<file path="src/rtl/mem_burst_ctrl_if.sv">
// Bundle of command, write-stream, read-stream and memory-side signals for
// mem_burst_ctrl. The master modport is the controller, which initiates memory accesses.
interface mem_burst_ctrl_if #(
  parameter int ADDR_W = 10,
  parameter int DATA_W = 8,
  parameter int LEN_W  = 4
);
  // Handshakes: cmd and wr transfer a beat on a rising edge where valid & ready
  // are both high. rd has no ready: every cycle with rd_valid high is one beat.
  logic              cmd_valid;
  logic              cmd_ready;
  logic              cmd_write;
  logic [ADDR_W-1:0] cmd_addr;
  logic [LEN_W-1:0]  cmd_len;
  logic              wr_valid;
  logic              wr_ready;
  logic [DATA_W-1:0] wr_data;
  logic              rd_valid;
  logic [DATA_W-1:0] rd_data;
  logic              rd_last;
  logic              done;
  logic              busy;
  logic [ADDR_W-1:0] mem_address;
  logic [DATA_W-1:0] mem_data_in;
  logic              mem_write_en;
  logic [DATA_W-1:0] mem_data_out;
  logic [1:0]        dbg_state;

  modport master (
    input  cmd_valid, cmd_write, cmd_addr, cmd_len, wr_valid, wr_data, mem_data_out,
    output cmd_ready, wr_ready, rd_valid, rd_data, rd_last, done, busy,
           mem_address, mem_data_in, mem_write_en, dbg_state
  );

  modport slave (
    output cmd_valid, cmd_write, cmd_addr, cmd_len, wr_valid, wr_data, mem_data_out,
    input  cmd_ready, wr_ready, rd_valid, rd_data, rd_last, done, busy,
           mem_address, mem_data_in, mem_write_en, dbg_state
  );
endinterface

</file>
<file path="src/rtl/mem_burst_ctrl.sv">
// Burst controller for a single-port synchronous memory: splits write/read burst
// commands into one memory access per beat, with a 2-stage read return pipeline.
module mem_burst_ctrl #(
  parameter int ADDR_W = 10,
  parameter int DATA_W = 8,
  parameter int LEN_W  = 4
) (
  input logic             clk,
  input logic             rst_n,
  mem_burst_ctrl_if.master bus
);

  typedef enum logic [1:0] {
    IDLE  = 2'd0,
    WRITE = 2'd1,
    READ  = 2'd2,
    DRAIN = 2'd3
  } state_t;

  state_t            state;
  logic [ADDR_W-1:0] addr;
  logic [LEN_W-1:0]  remaining;
  logic [ADDR_W-1:0] mem_address_q;
  logic [DATA_W-1:0] mem_data_in_q;
  logic              mem_write_en_q;
  logic              p1_valid, p1_last;
  logic              p2_valid, p2_last;
  logic              rd_valid_q, rd_last_q;
  logic [DATA_W-1:0] rd_data_q;
  logic              done_q;
  logic              cmd_ready_w;

  // Masking with done keeps a write burst's completion cycle closed to new commands.
  assign cmd_ready_w      = (state == IDLE) && !done_q;
  assign bus.cmd_ready    = cmd_ready_w;
  assign bus.wr_ready     = (state == WRITE);
  assign bus.busy         = (state != IDLE);
  assign bus.dbg_state    = state;
  assign bus.mem_address  = mem_address_q;
  assign bus.mem_data_in  = mem_data_in_q;
  assign bus.mem_write_en = mem_write_en_q;
  assign bus.rd_valid     = rd_valid_q;
  assign bus.rd_data      = rd_data_q;
  assign bus.rd_last      = rd_last_q;
  assign bus.done         = done_q;

  always_ff @(posedge clk) begin
    if (!rst_n) begin
      state          <= IDLE;
      addr           <= '0;
      remaining      <= '0;
      mem_address_q  <= '0;
      mem_data_in_q  <= '0;
      mem_write_en_q <= 1'b0;
      p1_valid       <= 1'b0;
      p1_last        <= 1'b0;
      p2_valid       <= 1'b0;
      p2_last        <= 1'b0;
      rd_valid_q     <= 1'b0;
      rd_last_q      <= 1'b0;
      rd_data_q      <= '0;
      done_q         <= 1'b0;
    end else begin
      mem_write_en_q <= 1'b0;
      p1_valid       <= 1'b0;
      p1_last        <= 1'b0;
      // p1: address on the memory port; p2: memory data_out valid; then captured.
      p2_valid       <= p1_valid;
      p2_last        <= p1_last;
      rd_valid_q     <= p2_valid;
      rd_last_q      <= p2_valid && p2_last;
      done_q         <= p2_valid && p2_last;
      if (p2_valid) rd_data_q <= bus.mem_data_out;

      case (state)
        IDLE: begin
          if (bus.cmd_valid && cmd_ready_w) begin
            addr      <= bus.cmd_addr;
            remaining <= bus.cmd_len;
            state     <= bus.cmd_write ? WRITE : READ;
          end
        end
        WRITE: begin
          if (bus.wr_valid) begin
            mem_address_q  <= addr;
            mem_data_in_q  <= bus.wr_data;
            mem_write_en_q <= 1'b1;
            addr           <= addr + 1'b1;
            remaining      <= remaining - 1'b1;
            if (remaining == '0) begin
              done_q <= 1'b1;
              state  <= IDLE;
            end
          end
        end
        READ: begin
          mem_address_q <= addr;
          addr          <= addr + 1'b1;
          remaining     <= remaining - 1'b1;
          p1_valid      <= 1'b1;
          p1_last       <= (remaining == '0);
          if (remaining == '0) state <= DRAIN;
        end
        DRAIN: begin
          // Leave after the done cycle so busy covers every returned beat.
          if (rd_last_q) state <= IDLE;
        end
        default: state <= IDLE;
      endcase
    end
  end

endmodule
</file>
<file path="src/flat_wrapper.sv">
// flat-port wrapper written by rule: the top's interface ports become plain ports
module mem_burst_ctrl_flat 
#(
  parameter int ADDR_W = 10,
  parameter int DATA_W = 8,
  parameter int LEN_W  = 4
)
  (clk, rst_n, bus_cmd_valid, bus_cmd_write, bus_cmd_addr, bus_cmd_len, bus_wr_valid, bus_wr_data, bus_mem_data_out, bus_cmd_ready, bus_wr_ready, bus_rd_valid, bus_rd_data, bus_rd_last, bus_done, bus_busy, bus_mem_address, bus_mem_data_in, bus_mem_write_en, bus_dbg_state);
  mem_burst_ctrl_if #(.ADDR_W(ADDR_W), .DATA_W(DATA_W), .LEN_W(LEN_W)) bus_i ();
  input logic clk;
  input logic rst_n;
  input wire logic [$bits(bus_i.cmd_valid)-1:0] bus_cmd_valid;
  input wire logic [$bits(bus_i.cmd_write)-1:0] bus_cmd_write;
  input wire logic [$bits(bus_i.cmd_addr)-1:0] bus_cmd_addr;
  input wire logic [$bits(bus_i.cmd_len)-1:0] bus_cmd_len;
  input wire logic [$bits(bus_i.wr_valid)-1:0] bus_wr_valid;
  input wire logic [$bits(bus_i.wr_data)-1:0] bus_wr_data;
  input wire logic [$bits(bus_i.mem_data_out)-1:0] bus_mem_data_out;
  output wire logic [$bits(bus_i.cmd_ready)-1:0] bus_cmd_ready;
  output wire logic [$bits(bus_i.wr_ready)-1:0] bus_wr_ready;
  output wire logic [$bits(bus_i.rd_valid)-1:0] bus_rd_valid;
  output wire logic [$bits(bus_i.rd_data)-1:0] bus_rd_data;
  output wire logic [$bits(bus_i.rd_last)-1:0] bus_rd_last;
  output wire logic [$bits(bus_i.done)-1:0] bus_done;
  output wire logic [$bits(bus_i.busy)-1:0] bus_busy;
  output wire logic [$bits(bus_i.mem_address)-1:0] bus_mem_address;
  output wire logic [$bits(bus_i.mem_data_in)-1:0] bus_mem_data_in;
  output wire logic [$bits(bus_i.mem_write_en)-1:0] bus_mem_write_en;
  output wire logic [$bits(bus_i.dbg_state)-1:0] bus_dbg_state;
  assign bus_i.cmd_valid = bus_cmd_valid;
  assign bus_i.cmd_write = bus_cmd_write;
  assign bus_i.cmd_addr = bus_cmd_addr;
  assign bus_i.cmd_len = bus_cmd_len;
  assign bus_i.wr_valid = bus_wr_valid;
  assign bus_i.wr_data = bus_wr_data;
  assign bus_i.mem_data_out = bus_mem_data_out;
  assign bus_cmd_ready = bus_i.cmd_ready;
  assign bus_wr_ready = bus_i.wr_ready;
  assign bus_rd_valid = bus_i.rd_valid;
  assign bus_rd_data = bus_i.rd_data;
  assign bus_rd_last = bus_i.rd_last;
  assign bus_done = bus_i.done;
  assign bus_busy = bus_i.busy;
  assign bus_mem_address = bus_i.mem_address;
  assign bus_mem_data_in = bus_i.mem_data_in;
  assign bus_mem_write_en = bus_i.mem_write_en;
  assign bus_dbg_state = bus_i.dbg_state;
  mem_burst_ctrl #(.ADDR_W(ADDR_W), .DATA_W(DATA_W), .LEN_W(LEN_W)) u_core (.clk(clk), .rst_n(rst_n), .bus(bus_i));
endmodule
</file>
<file path="config.mk">
export PLATFORM = sky130hd
export DESIGN_NAME = mem_burst_ctrl_flat
export DESIGN_NICKNAME = d
export VERILOG_FILES = /design/src/rtl/mem_burst_ctrl_if.sv /design/src/rtl/mem_burst_ctrl.sv /design/src/flat_wrapper.sv
export SDC_FILE = /design/constraint.sdc
export NUM_CORES = 1
export LEC_CHECK = 0
export CAP_MARGIN = 0
export CORE_ASPECT_RATIO = 2
export CORE_UTILIZATION = 41
export CTS_CLUSTER_SIZE = 24
export DETAILED_ROUTE_END_ITERATION = 12
export PLACE_DENSITY = 0.84
export SLEW_MARGIN = 0
export SYNTH_ARGS = -nofsm -noshare
export SYNTH_HDL_FRONTEND = slang
export SYNTH_SLANG_ARGS = --single-unit
</file>
<file path="constraint.sdc">
create_clock -name clk -period 1.65 [get_ports clk]
set_clock_uncertainty 0.05 [all_clocks]
set_input_delay 0.33 -clock clk [delete_from_list [all_inputs] [get_ports clk]]
set_output_delay 0.33 -clock clk [all_outputs]
set_load 0.03 [all_outputs]
</file>
Yosys cells after proc, flatten, opt, wreduce, memory -nomap -nowiden
Cells that the tools add are included.
- bits of input ports: 35
- output and inout bits: 35
- bits in registers: 50
- logic and storage cells: 59
- $add $sub $neg: 2
- equal/unequal tests: 8
- mux-type cells: 20
- reduce and logical (&&, ||, !) cells: 15
- operators with widths (cell ; count):
    $mux W10 ; 3
    $pmux W10 S3 ; 1
    $pmux W10 S2 ; 1
    $mux W2 ; 6
    $pmux W4 S3 ; 1
    $add A10 B1 Y10 const B ; 1
    $mux W4 ; 2
    $pmux W2 S4 ; 1
    $reduce_and A2 Y1 ; 4
    $ne A2 B1 Y1 const B ; 3
    $mux W1 ; 5
    $reduce_and A5 Y1 ; 1
    $eq A2 B2 Y1 const B ; 2
    $logic_not A4 Y1 ; 1
    $ne A2 B2 Y1 const B ; 2
    $reduce_bool A2 Y1 ; 2
    $sub A4 B1 Y4 const B ; 1
    $logic_and A1 B1 Y1 ; 3
    $reduce_and A3 Y1 ; 1
    $reduce_bool A3 Y1 ; 1
    $eq A2 B1 Y1 const B ; 1
    $logic_not A2 Y1 ; 1
    $logic_not A1 Y1 ; 1

Logic depth before layout (Yosys ltp)
- depth in word-level cells: 5
- mapped depth: 8
- gate-level depth less buffers: 6

Worst setup path after synthesis
No wires, ideal clock.
- path kind: reg-to-reg
- start: reg u_core.state[1] (netlist: u_core.bus.dbg_state[1])
- end: reg u_core.addr[0]
- cell stages (with the launch flop): 8
- path buffers: 1
- clock period less this slack: 2186 ps
- setup time: 70 ps
- data arrival time: 2065 ps
- data required time: 1530 ps
- setup slack: -536 ps
- cell sequence: dfxtp_1 inv_1 ha_1 nor2b_4 a211o_1 buf_2 or3_1 a21oi_1
- elaborated cells on any way between the ends: 10
- those cells by class: 4 x eq/ne; 1 x mux; 5 x reduce/logical
- RTL lines (what ; RTL line ; RTL):
    start, declared ; mem_burst_ctrl.sv:20 ; state_t state;
    start signal, assigned ; mem_burst_ctrl.sv:80 ; state <= bus.cmd_write ? WRITE : READ;
    $eq A2 B1 Y1 (*) ; n/a ;
    via bus_wr_ready ; flat_wrapper.sv:20 ; output wire logic [$bits(bus_i.wr_ready)-1:0] bus_wr_ready;
    $ne A2 B2 Y1 (no line) or $reduce_bool A3 Y1 (tied branches) ; n/a ;
    $reduce_and A3 Y1 (no line) ; n/a ;
    end signal, assigned ; mem_burst_ctrl.sv:78 ; addr <= bus.cmd_addr;
    end signal, assigned ; mem_burst_ctrl.sv:88 ; addr <= addr + 1'b1;
    end signal, assigned ; mem_burst_ctrl.sv:98 ; addr <= addr + 1'b1;
    end, declared ; mem_burst_ctrl.sv:21 ; logic [ADDR_W-1:0] addr;
The timed path passes the listed nets; every way through them passes the cells marked *.
A chain may end at the register's enable or synchronous reset.

Worst setup path in the final report
- start: reg u_core.remaining[1]
- end: reg u_core.state[0] (netlist: u_core.bus.dbg_state[0])
- word-level cells in the longest chain between the ends: 3
- elaborated cells on any way between the ends: 4
- those cells by class: 2 x eq/ne; 2 x reduce/logical
- ends and longest elaborated chain (what ; RTL line ; RTL):
    start, declared ; mem_burst_ctrl.sv:22 ; logic [LEN_W-1:0] remaining;
    start signal, assigned ; mem_burst_ctrl.sv:79 ; remaining <= bus.cmd_len;
    start signal, assigned ; mem_burst_ctrl.sv:89 ; remaining <= remaining - 1'b1;
    start signal, assigned ; mem_burst_ctrl.sv:99 ; remaining <= remaining - 1'b1;
    $logic_not A4 Y1 (*) ; mem_burst_ctrl.sv:90, mem_burst_ctrl.sv:102 ;
    $ne A2 B1 Y1 (no line) ; n/a ;
    $reduce_and A5 Y1 (no line) (*) ; n/a ;
Every way passes the cells marked *; elsewhere a longest branch is shown, timed or not.

==> flow_metrics.env <==
export IMPL_status="finished, violations left"
export IMPL_violations="negative setup slack"
export IMPL_yosys_warnings=0
export IMPL_synth_largest_area_cell="dfxtp_1"
export IMPL_netSwitchingFraction=0.4035
export IMPL_regArea_mm2=0.001010
export IMPL_dp_hpwl_mm=3.978
export IMPL_dpl_cell_area_mm2=0.003159
export IMPL_firstDrtPassIters=4
export IMPL_critPathCaptureType="flop"
export IMPL_p_leak_nw=1.457
export IMPL_place_ws_ns=-0.2528
export IMPL_die_y_um=106.0
export IMPL_min_to="u_core.p2_last"
export IMPL_ys_seq_area_frac=0.4515
export IMPL_ys_top_cells_by_area="dfxtp_1, nand2_1, a21oi_1"
export IMPL_routed_wl_mm=5.587
export IMPL_synth_cells=263
export IMPL_p_clk_frac=0.140
export IMPL_fp_dieArea_mm2=0.005724
export IMPL_ys_ff_latch=50
export IMPL_grt_pass1_vias=2117
export IMPL_drt_wirelength_per_cell_um=13.40
export IMPL_critical_path_class="reg2reg"
export IMPL_antenna_found_initial=0
export IMPL_final_area_mm2=0.003406
export IMPL_slowest_stage="or3b_4"
export IMPL_critPathArrivalTime_ns=1.86
export IMPL_power_density_mw_per_mm2=1686
export IMPL_vdd_drop_max_mv=1.088
export IMPL_ys_flop_type="dfxtp_1"
export IMPL_comb_power_share=0.560
export IMPL_period_share=1.028
export IMPL_seqPwrFrac=0.300
export IMPL_start_kind="flop"
export IMPL_p_switching_w=0.002318
export IMPL_pin_count=70
export IMPL_hold_depth=1
export IMPL_syn_nets=305
export IMPL_start_util=0.4276
export IMPL_tightest_slew_ns=0.5036
export IMPL_synth_async_reset_ratio=0
export IMPL_cts_hold_buf=0
export IMPL_clock_latency_ns=0.31
export IMPL_intPower_w=0.003426
export IMPL_power_w=0.005744
export IMPL_diodes=0
export IMPL_core_mm2=0.005185
export IMPL_fin_cells=417
export IMPL_layout_nets=400
export IMPL_relSlewSlack=0.6638
export IMPL_cap_violations=0
export IMPL_drive_above_1_share=0.2145
export IMPL_drc=0
export IMPL_synth_avg_cell_area_um2=8.430
export IMPL_vias=2188
export IMPL_layout_min_cycle_time_ns=1.696
export IMPL_grt_pass1_wl_mm=8.983
export IMPL_track_usage=0.2101
export IMPL_fmax_mhz=589.5
export IMPL_vias_per_cell=5.247
export IMPL_regToRegSetupSlack_ns=-0.05
export IMPL_crit_required_ns=1.81
export IMPL_fillers=420
export IMPL_clockBufferDepth=2
export IMPL_syn2layout_area_growth_pct=53.61
export IMPL_syn_area_mm2=0.002217
export IMPL_hold_ws_ns=0.3932
export IMPL_gp_congestion=0.8589
export IMPL_synth_edff_count=0
export IMPL_first_iter_violations=43
export IMPL_rsz0062_at_grt="true"
export IMPL_port_buffers=69
export IMPL_r2r_cells=6
export IMPL_clkTransAtPathRegs_ns=0.10
export IMPL_finalHoldViolCount=0
export IMPL_htreeDepth=2
export IMPL_critPathMaxStageDelay_ns=0.40
export IMPL_synth_top_area_share=0.4515
export IMPL_cts_tree="built"
export IMPL_drtAntennaViolNets=0
export IMPL_num_rows=37
export IMPL_setup_viol=7
export IMPL_slew_violations=0
export IMPL_grt_max_degree=34
export IMPL_path_max_fanout=3
export IMPL_grt_overflow=0
export IMPL_multi_input_area_mm2=0.001235
export IMPL_cts_buffers=5
export IMPL_die_w_um=54
export IMPL_cts_sinks=50
export IMPL_layout_setup_ws_ns=-0.04649
export IMPL_cts_root_buffer="clkbuf_8"
export IMPL_worstPathCellList="inv_2, ha_4, or3b_4, a221oi_4, a21oi_1, a311oi_1"
export IMPL_r2r_end="u_core.bus.dbg_state[0]"
export IMPL_hp_class="reg2reg"
export IMPL_hp_start="u_core.p1_last"
export IMPL_yosysUniqueCellTypes=47
export IMPL_place_inst=400
export IMPL_r2r_start="u_core.remaining[1]"
## layout make-up
cell class | count | area share
clock inverter | 2 | 0.002939
inverter | 11 | 0.01433
clock buffer | 6 | 0.02755
sequential | 50 | 0.2965
timing repair buffer | 102 | 0.2748
tap | 58 | 0.02131
multi-input combinational | 188 | 0.3626
## metal layers
metal / routed length, um / share of wire / GRT usage / up-vias
met5: 0 / 0 / 0 / -
met4: 125 / 0.022 / 0.1081 / 0
met3: 267 / 0.048 / 0.04578 / 7
met2: 3103 / 0.56 / 0.3757 / 65
met1: 2090 / 0.37 / 0.2116 / 1018
li1: - / - / - / 1098
## logic make-up (layout without fill, tap and decap cells)
logic type               count (synthesis)  count (layout)  synth area share
multiplexers                            13              13           0.05926
AND/OR/NAND/NOR                        101             101            0.2190
flip-flops                              50              50            0.4515
AO/OA/AOI/OAI                           67              67            0.1874
buffers and inverters                   25             121           0.04345
adder cells (fa/ha/maj)                  7               7           0.03950
## state kept, by name, indices dropped and copies added, names as in the netlist
name                     cells
u_core.addr                 10
u_core.bus.dbg_state         2
u_core.bus.done              1
u_core.bus.mem_address      10
u_core.bus.mem_data_in       8
u_core.bus.mem_write_en      1
u_core.bus.rd_data           8
u_core.bus.rd_last           1
u_core.bus.rd_valid          1
u_core.p1_last               1
u_core.p1_valid              1
u_core.p2_last               1
u_core.p2_valid              1
u_core.remaining             4
## repair_timing
item | CTS | global route
endpoints found under the setup margin | 38 | 18
pin swaps | 6 | 2
resized for setup | 53 | 19
setup buffers | 3 | 6
## synthesized netlist by cell type (all sizes together) (2+ instances only)
library cell,count
a211oi,3
nand2b,3
nor2,18
nor2b,8
inv,11
o221a,2
nand3,4
ha,7
dfxtp,50
mux2i,12
clkbuf,9
o22ai,3
a21oi,31
and3,2
a31oi,3
a41oi,3
nand2,49
buf,5
o21ai,12
and4,2
and2,5
nor3,2
## worst max-delay path by stage
stage,slack (ns),end,cells past startpoint,from
after floorplan,-0.07,u_core.addr[0],7,u_core.bus.dbg_state[1]
after global placement,-0.23,u_core.addr[7],6,bus_cmd_valid
after detailed placement,-0.25,u_core.addr[7],6,bus_cmd_valid
after CTS,-0.06,bus_cmd_ready,6,u_core.bus.dbg_state[0]
after global routing,-0.13,u_core.bus.dbg_state[0],6,u_core.remaining[1]
final,-0.05,u_core.bus.dbg_state[0],6,u_core.remaining[1]
## worst max-delay path, delay by kind of cell, from the launching register on
family	cells	cell delay (ns)
compound gates	3	0.61
simple gates	1	0.40
flops	1	0.34
fa+ha+maj	1	0.13
buf+inv	1	0.07
## metrics by stage
step	TNS (ns)	util
CTS	-0.1560	0.6342
floorplan	-0.4214	-
detailed placement	-2.957	0.6093
global route	-0.7984	0.6569
global placement	-2.515	0.6093
finish	-0.1865	0.6569
## cells in the final DEF (no fill, tap or decap), types with 2 or more instances in the layout
master	count
dlygate4sd2_1	32
a21oi_2	3
nor2b_1	7
and4_1	2
o22ai_1	3
inv_2	3
a31oi_1	3
buf_4	27
dfxtp_1	47
buf_12	2
nor2_1	17
o21ai_1	4
o21ai_0	5
nor3_1	2
and3_1	2
o221a_2	2
dfxtp_4	2
clkinv_2	2
a211oi_2	2
a41oi_1	3
clkdlybuf4s50_1	34
nand2b_1	2
a21oi_1	28
inv_1	5
and2_1	5
buf_6	6
nand3_1	4
mux2i_1	12
ha_1	3
clkbuf_8	5
o21ai_2	3
nand2_1	49
ha_4	3
inv_4	3
## power by group through the flow
stage	combinational (W)	clock, W	sequential, W
2_1_floorplan	0.00158	0	0.00185
3_3_place_gp	0.00262	0	0.00173
3_5_place_dp	0.00270	0	0.00175
4_1_cts	0.00285	0.000815	0.00170
5_1_grt	0.00349	0.000882	0.00175
6_report	0.00321	0.000806	0.00172
(Power assumes the default switching activity.)
